**config.mk**
```make
export PLATFORM = sky130hd
export DESIGN_NAME = ysyx_22041211_ifu
export DESIGN_NICKNAME = d
export VERILOG_FILES = /design/src/rtl/ysyx_22041211_ifu.sv
export SDC_FILE = /design/constraint.sdc
export NUM_CORES = 1
export LEC_CHECK = 0
export ABC_AREA = 1
export BUFFER_PORTS_ARGS = -buffer_cell sky130_fd_sc_hd__buf_2
export CORE_MARGIN = 2
export CORE_UTILIZATION = 49
export DETAILED_ROUTE_END_ITERATION = 12
export PLACE_DENSITY = 0.78
export SYNTH_ARGS = -nofsm -noshare
export SYNTH_HDL_FRONTEND = slang
export SYNTH_SLANG_ARGS = --single-unit
```
**constraint.sdc**
```tcl
create_clock -name clk -period 2 [get_ports clk]
set_input_delay 0.1 -clock clk [delete_from_list [all_inputs] [get_ports clk]]
set_output_delay 0.1 -clock clk [all_outputs]
set_load 0.05 [all_outputs]
```
**src/rtl/ysyx_22041211_ifu.sv**
```systemverilog
// ysyx_22041211_ifu: instruction fetch unit holding the PC, one outstanding fetch, registered output to decode
module ysyx_22041211_ifu #(
  parameter logic [31:0] RESET_PC = 32'h8000_0000,
  parameter int ADDR_W = 32
) (
  input  logic              clk,
  input  logic              rst_n,
  input  logic              redirect_valid,
  input  logic [ADDR_W-1:0] redirect_pc,
  output logic              imem_req_valid,
  input  logic              imem_req_ready,
  output logic [ADDR_W-1:0] imem_req_addr,
  input  logic              imem_rsp_valid,
  input  logic [31:0]       imem_rsp_data,
  input  logic              imem_rsp_err,
  output logic              out_valid,
  input  logic              out_ready,
  output logic [31:0]       inst_o,
  output logic [ADDR_W-1:0] pc_o,
  output logic              fault_o
);
  typedef enum logic [1:0] {REQ, WAIT, HOLD} state_t;
  state_t state_q, state_d;
  logic [ADDR_W-1:0] pc_q, pc_d, pc_o_q, pc_o_d, redir_pc;
  logic drop_q, drop_d, fault_q, fault_d, latch;
  logic [31:0] inst_q, inst_d;
  assign redir_pc = {redirect_pc[ADDR_W-1:2], 2'b00};
  always_ff @(posedge clk) begin
    if (!rst_n) begin
      state_q <= REQ;
      pc_q    <= RESET_PC[ADDR_W-1:0];
      drop_q  <= 1'b0;
      inst_q  <= '0;
      pc_o_q  <= '0;
      fault_q <= 1'b0;
    end else begin
      state_q <= state_d;
      pc_q    <= pc_d;
      drop_q  <= drop_d;
      inst_q  <= inst_d;
      pc_o_q  <= pc_o_d;
      fault_q <= fault_d;
    end
  end
  always_comb begin
    state_d = state_q;
    pc_d    = redirect_valid ? redir_pc : pc_q;
    drop_d  = drop_q;
    case (state_q)
      REQ: begin
        state_d = imem_req_ready ? WAIT : REQ;
        drop_d  = imem_req_ready & redirect_valid;
      end
      WAIT: begin
        state_d = imem_rsp_valid ? ((drop_q | redirect_valid) ? REQ : HOLD) : WAIT;
        drop_d  = imem_rsp_valid ? 1'b0 : (drop_q | redirect_valid);
      end
      HOLD: begin
        state_d = (redirect_valid | out_ready) ? REQ : HOLD;
        pc_d    = redirect_valid ? redir_pc : out_ready ? pc_q + 4 : pc_q;
      end
      default: state_d = REQ;
    endcase
  end
  // Only a live response (no pending or same-cycle redirect) reaches decode
  assign latch   = (state_q == WAIT) & imem_rsp_valid & ~drop_q & ~redirect_valid;
  assign inst_d  = latch ? (imem_rsp_err ? 32'h0000_0013 : imem_rsp_data) : inst_q;
  assign pc_o_d  = latch ? pc_q : pc_o_q;
  assign fault_d = latch ? imem_rsp_err : fault_q;
  assign imem_req_valid = rst_n & (state_q == REQ);
  assign imem_req_addr  = pc_q;
  assign out_valid      = state_q == HOLD;
  assign inst_o         = inst_q;
  assign pc_o           = pc_o_q;
  assign fault_o        = fault_q;
endmodule
```
* After elaboration in Yosys (flattened, before gate mapping)
Index checks and enable logic that the tools add are counted.
** Word-level totals
- Bits in registers :: 100
- Input bits :: 71
- Word-level logic and storage cells :: 35
- Output and inout bits :: 99
** Operators by class
- Reductions and logical operators :: 5
- Multiplexer cells :: 12
- Bitwise operators :: 9
- Eq/ne operators :: 2
- Add/sub/neg operators :: 1
** Operator list (count)
- 2-to-1 mux 32 bit :: 5
- adder 32 x 3 -> 32 bit (second input constant) :: 1
- 2-to-1 mux 2 bit :: 3
- case mux 2 bit (3 select lines) :: 1
- nonzero test 2 bit :: 3
- bitwise AND 1 bit :: 5
- equality test 2 x 1 -> 1 bit (second input constant) :: 1
- equality test 2 bit (second input constant) :: 1
- logical NOT 2 bit :: 1
- 2-to-1 mux 1 bit :: 2
- inverter 1 bit :: 2
- OR 1 bit :: 2
- case mux 1 bit (2 select lines) :: 1
- AND reduction 2 bit :: 1

* Longest topological paths before layout
Gate-level depths: netlist of the first run.
- Depth after elaboration :: 4
- Depth in mapped cells :: 10

* Worst setup path before layout of the first run
OpenSTA, ideal clock, no wires.
- Path type :: reg2reg
- Start point :: reg pc_q[3], in the netlist imem_req_addr[3]
- End point :: reg pc_q[22], in the netlist imem_req_addr[22]
- Data arrival time :: 1.761 ns
- Buffers on the path :: 0
- Clock period less this slack :: 1.831 ns
- Cell stages (with the launch flop) :: 9
- Path slack :: 0.169 ns
- Library setup time :: 0.070 ns
- Cell sequence :: dfxtp_1 > ha_1 > nand2_1 > inv_2 > nand3_4 > nor2_4 > nand3_2 > or2_0 > a21oi_1
** Between the ends
- Word-level cells in the longest chain between the ends :: 4
** Ends and longest elaborated chain
- start, declared :: RTL line 24 : logic [ADDR_W-1:0] pc_q, pc_d, pc_o_q, pc_o_d, redir_pc;
- start signal, assigned :: RTL line 31 : pc_q <= RESET_PC[ADDR_W-1:0];
- start signal, assigned :: RTL line 38 : pc_q <= pc_d;
- adder 32 x 3 -> 32 bit :: RTL line 60 : pc_d = redirect_valid ? redir_pc : out_ready ? pc_q + 4 : pc_q;
- 2-to-1 mux 32 bit (2 in series) :: RTL line 60
- 2-to-1 mux 32 bit :: RTL line 49 : case (state_q)
No other way between the ends. The select of a mux whose other input is x is not followed.
A chain may end at the register's enable or synchronous reset.

* Final worst setup path of the first run
- Start point :: reg pc_q[3], in the netlist imem_req_addr[3]
- End point :: reg pc_q[12], in the netlist imem_req_addr[12]
Same word-level chain as after synthesis.

==> run_results.csv, run 1 <==
group,metric,value,unit
run_status,status,"finished clean",
power_and_ir_drop,power.leakage,2.64,nW
die,ioPinCount,170,
grt,busiest_layer,"met2",
worst_setup_path,rr_worst_depth,6,
die,core,9110,µm²
timing,layout_min_cycle_time,1.79,ns
clocking,postCtsSetupRepairBufs,0,
timing,finalCritPeriodShare,0.896,
worst_setup_path,crit_family,"simple AND/OR/NAND/NOR gates",
clocking,cts_buffers,9,
worst_setup_path,arrival,2.06,ns
clocking,clkLatencyLatePin,0.37,ns
synthesis,ys_seq_area_frac,0.425,
timing,rsz0062_at_grt,"false",
grt,gr-usage-all-layers,0.273,
placed_design,numPortBuffers,163,
synthesis,synth_seq_cells,96,
route,route.detailed.drc,0,
die,die_w,100,µm
timing,drv_slew,0,
die,start_util,0.496,
synthesis,yosys-top-cells-count,"nor2_1, nand2_1, dfxtp_1, a21oi_1, o21ai_0",
die,die_area,10000,µm²
grt,gr-total-overflow,0,
worst_setup_path,cp_slowest_cell,"dfxtp_1",
worst_setup_path,crit_type,"reg -> reg",
route,routed_wl,13900,µm
layout,drive_gt1_frac,0.271,
timing,clock.fmax,558,MHz
synthesis,yosys_warnings,0,
worst_setup_path,crit_buf_inv,0,
clocking,cts_max_level,3,
clocking,root_buffer,"clkbuf_8",
worst_setup_path,end_kind,"flip-flop",
placed_design,dp_hpwl,10000,µm
timing,fin_skew,0.0172,ns
placed_design,gp_congestion,0.955,
power_and_ir_drop,power.density,703,nW/µm²
timing,setup_viol,0,
route,ant_nets,0,
layout,syn2layout_area_growth,31.0,%
grt,grt_max_degree,49,
grt,antenna_found_initial,0,
synthesis,yosys_most_used_dff,"dfxtp_1",
grt,grt.met3_usage,0.0745,
clocking,cts_tree,"yes",
worst_setup_path,r2r_slack,0.21,ns
synthesis,ys_types,43,
synthesis,yosysMostFrequentCell,"nor2_1",
synthesis,synth_edf_count,0,
synthesis,synthArstFlopShare,0,
hold_path,hp-class,"in -> reg",
grt,grt_pass1_vias,4582,
route,viasPerCell,5.45,
worst_setup_path,cp.depth,6,
worst_setup_path,startpoint_type,"flip-flop",
worst_setup_path,slowest_delay,0.51,ns
worst_setup_path,startpoint,"imem_req_addr[3]",
die,num_rows,35,
synthesis,synth_top_area_share,0.425,
layout,diodes,0,
synthesis,netlist_top_cells_area,"dfxtp_1, nor2_1, nand2_1",
synthesis,syn_area,4520,µm²
synthesis,synth_area_leader_cell,"dfxtp_1",
timing,hold_slack,0.00916,ns
clocking,clock_tree.buffer_depth,2,
route,avgRoutedWirePerCell,14.9,µm
power_and_ir_drop,peakVddDrop,459,µV
synthesis,avgSynthCellArea,7.15,µm²
die,die-height,100,µm
grt,met1_usage,0.343,
clocking,cts.sinks,96,
worst_setup_path,worstPathRequired,2.27,ns
worst_setup_path,crit_chain,"ha_1 > nand2_1 > nor3_1 > nand3_1 > nor3_1 > nor3_1",
timing,tns,0,ns
synthesis,synth_cells,632,
grt,grt_pass1_wl,21800,µm
worst_setup_path,path_max_fanout,6,
worst_setup_path,reg2reg_to,"imem_req_addr[12]",
grt,met2_usage,0.458,
worst_setup_path,crit_end,"imem_req_addr[12]",
clocking,clk_pin_slew,0.11,ns
worst_setup_path,reg2reg_from,"imem_req_addr[3]",
flow_run,drv_cap,0,
worst_setup_path,path_common_cell,"nor3_1",
route,drt_iter0_drc,361,
layout,fillers,804,
route,dr_total_vias,5093,
layout,fin_nets,890,
route,firstDrtPassIters,7,
timing,hold_viol_final,0,
worst reg2reg max path: cells and delay by family, from the launching register on:
kind / cells / cell delay (ns)
and+or+nand+nor: 5 / 0.93
adders and majority gates: 1 / 0.25
DFF: 1 / 0.51
cell families (layout without fill, tap and decap cells):
group | Yosys count | in the layout | share of synthesized area
and+or+nand+nor | 304 | 304 | 0.296
AOI/OAI and AO/OA | 152 | 152 | 0.199
DFF | 96 | 96 | 0.425
buffers and inverters | 78 | 266 | 0.0767
adders and majority gates | 1 | 1 | 0.00277
other | 1 | 4 | 0.000830
cell usage in the layout, fill, tap and decap left out, types with 2 or more instances in the layout:
master / n
dlygate4sd3_1: 32
a22oi_1: 21
o22ai_1: 4
o211ai_1: 5
a21oi_1: 50
a31oi_1: 2
nor2_4: 5
conb_1: 4
buf_2: 163
nor2_2: 3
nand2_2: 4
nand2_1: 107
nor3_1: 8
o221ai_1: 4
nor2_1: 132
inv_2: 5
inv_1: 36
nand3_1: 33
a221oi_1: 2
nor3_2: 2
clkbuf_8: 9
o21ai_1: 7
dfxtp_1: 96
buf_4: 13
nand2_4: 3
a21oi_2: 2
o21ai_0: 48
inv_8: 2
clkinvlp_4: 2
worst min-delay path by stage:
stage	endpoint	cells past startpoint	slack, ns	startpoint
finish	imem_req_addr[9]	3	0.009	redirect_pc[9]
global route	inst_o[3]	3	0.02	imem_rsp_data[3]
CTS	inst_o[3]	3	0.002	imem_rsp_data[3]
detailed placement	inst_o[0]	3	0.32	imem_rsp_data[0]
global placement	inst_o[0]	3	0.32	imem_rsp_data[0]
floorplan	inst_o[0]	2	0.22	imem_rsp_data[0]
flip-flops by register name, summed over array words and instances, names as in the netlist:
name and cells:
pc_o 30, fault_o 1, state_q 2, drop_q 1, imem_req_addr 30, inst_o 32
area by class of cell:
type / instances / area (µm²) / share of cell area
clock inverter: 7 / 71.3 / 0.0120
tap: 111 / 139 / 0.0235
inverter: 42 / 160 / 0.0270
clock buffer: 9 / 124 / 0.0209
multi-input combinational: 461 / 2270 / 0.384
sequential: 96 / 1920 / 0.325
timing repair buffer: 208 / 1230 / 0.208
timing repair:
| action | in CTS | in global routing |
|---|---|---|
| hold buffers | 32 | 0 |
| hold endpoints to repair | 32 | 0 |
| endpoints found under the setup margin | 0 | 1 |
| resized for setup | 0 | 1 |
report_power, final:
part           switching [mW]  total, mW  internal [mW]
registers              0.0913       2.09           1.99
logic                   0.572      0.817          0.246
clock network           0.772       1.26          0.487
per-stage QoR:
step / utilization / cells / power (mW) / setup slack [ns] / instance area, µm²
after detailed placement: 0.592 / 886 / 2.89 / 0.195 / 5400
final: 0.650 / 934 / 4.16 / 0.208 / 5920
after global routing: 0.650 / 934 / 4.34 / 0.0226 / 5920
after CTS: 0.649 / 934 / 4.18 / 0.179 / 5910
after floorplan: - / 635 / 2.66 / 0.169 / 4530
after global placement: 0.592 / 886 / 2.87 / 0.287 / 5400
metal layers:
| layer | routed length (µm) | vias to the layer above |
|---|---|---|
| met5 | 0 | - |
| met4 | 255 | 0 |
| met3 | 1040 | 25 |
| met2 | 6690 | 205 |
| met1 | 5910 | 2398 |
| li1 | - | 2465 |
No activity file was read; power rests on OpenSTA's default activity.
==> run 2: changes to the inputs <==
==> constraint.sdc (replaced) <==
create_clock -name clk -period 1.8 [get_ports clk]
set_input_delay 0.09 -clock clk [delete_from_list [all_inputs] [get_ports clk]]
set_output_delay 0.09 -clock clk [all_outputs]
set_load 0.05 [all_outputs]
==> run 2 against run 1 <==
Effect of this change:
- via count grew 0.14%
- critical endpoint is now imem_req_addr[17]
- critical path type unchanged
- sequential cell count is the same
- sequential share of layout area shrank 0.52 points
- clock power grew 14%
==> run_results.csv, run 2 (same netlist as run 1, synthesis figures left out) <==
group,metric,value,unit
route,dr_total_vias,5100,
layout,drive_gt1_frac,0.280,
clocking,cts.sinks,96,
die,die_area,10000,µm²
route,firstDrtPassIters,5,
power_and_ir_drop,power.density,778,nW/µm²
layout,mostFrequentLayoutCells,"buf_2, nor2_1, nand2_1, dfxtp_1, a21oi_1",
die,die-height,100,µm
clocking,clk_pin_slew,0.11,ns
clocking,cts_tree,"yes",
route,avgRoutedWirePerCell,15.3,µm
route,ant_nets,0,
worst_setup_path,end_kind,"flip-flop",
timing,hold_viol_final,0,
timing,drv_slew,0,
power_and_ir_drop,power,4.69,mW
timing,tns,0,ns
placed_design,dp_hpwl,10200,µm
worst_setup_path,reg2reg_from,"imem_req_addr[9]",
grt,antenna_found_initial,0,
route,routed_wl,14400,µm
clocking,cts_buffers,9,
layout,syn2layout_area_growth,33.3,%
layout,fin_nets,899,
clocking,cts_max_level,3,
timing,fin_skew,0.0162,ns
layout,diodes,0,
worst_setup_path,worstPathRequired,2.06,ns
layout,largest_register_ffs,32,
hold_path,hp-class,"in -> reg",
clocking,postCtsSetupRepairBufs,0,
layout,final_common_cell,"buf_2",
die,start_util,0.496,
timing,finalCritPeriodShare,0.930,
grt,grt_max_degree,49,
placed_design,pre_cts_ws,0.192,ns
die,ioPinCount,170,
clocking,clkLatencyLatePin,0.38,ns
hold_path,worstHoldStart,"redirect_pc[9]",
run_status,status,"finished clean",
clocking,root_buffer,"clkbuf_8",
power_and_ir_drop,peakVddDrop,419,µV
route,drt_iter0_drc,389,
worst_setup_path,startpoint,"imem_req_addr[9]",
worst_setup_path,crit_type,"reg -> reg",
timing,rsz0062_at_grt,"false",
die,core,9110,µm²
grt,grt_pass1_vias,4737,
grt,gr-usage-all-layers,0.290,
placed_design,gp_congestion,0.961,
worst_setup_path,arrival,1.93,ns
die,die_w,100,µm
worst_setup_path,path_max_fanout,6,
placed_design,numPortBuffers,163,
timing,layout_min_cycle_time,1.67,ns
timing,hold_slack,0.00731,ns
die,num_rows,35,
layout,fillers,830,
worst_setup_path,startpoint_type,"flip-flop",
timing,setup_viol,0,
flow_run,drv_cap,0,
route,route.detailed.drc,0,
clocking,clock_tree.buffer_depth,2,
grt,grt_pass1_wl,23200,µm
timing,worst_slack,0.126,ns
route,viasPerCell,5.41,
power_and_ir_drop,power.leakage,2.69,nW
grt,gr-total-overflow,0,
timing,clock.fmax,597,MHz
[run 2: power by group]
part | total (mW) | switching [mW] | internal (mW) | leakage, nW
logic | 0.942 | 0.652 | 0.291 | 1.81
clock network | 1.44 | 0.891 | 0.545 | 0.0975
registers | 2.31 | 0.0944 | 2.22 | 0.785
[run 2: path summary, 6_finish.rpt]
check / to / slack [ns] / cells after the start
worst max-delay path: imem_req_addr[17] / 0.13 / 7
worst max register to register: imem_req_addr[17] / 0.13 / 7
worst min-delay path: imem_req_addr[9] / 0.007 / 3
worst min register to register: inst_o[30] / 0.48 / 2
[run 2: worst max-delay path: stages (launching register included)]
cell and delay (ns):
dfxtp_1 0.44, nand2_1 0.13, nor2_1 0.27, inv_1 0.18, nor2_8 0.18, nand3_1 0.13, o21ai_1 0.16, a21oi_1 0.06
[run 2: repair_timing]
item | CTS | global route
hold endpoints to repair | 35 | 0
resized for setup | 0 | 2
hold buffers | 35 | 0
setup endpoints to repair | 0 | 1
[run 2: metal layers]
layer,GRT usage,routed length [µm],up-vias
li1,-,-,2490
met1,0.369,6030,2323
met2,0.488,6980,248
met3,0.0536,1050,39
met4,0.114,399,0
met5,0,0,-
[run 2: area by class of cell]
cell class / instances / area, µm² / share of cell area
Sequential cell: 96 / 1920 / 0.319
Clock inverter: 7 / 77.6 / 0.0129
Tap cell: 111 / 139 / 0.0230
Inverter: 42 / 160 / 0.0266
Clock buffer: 9 / 124 / 0.0206
Timing Repair Buffer: 217 / 1330 / 0.221
Multi-Input combinational cell: 461 / 2270 / 0.376
[run 2: per-stage QoR]
stage                util  instances  area, µm²
floorplan               -        635       4530
global placement    0.600        892       5470
detailed placement  0.600        892       5470
CTS                 0.661        943       6020
global route        0.662        943       6030
finish              0.662        943       6030
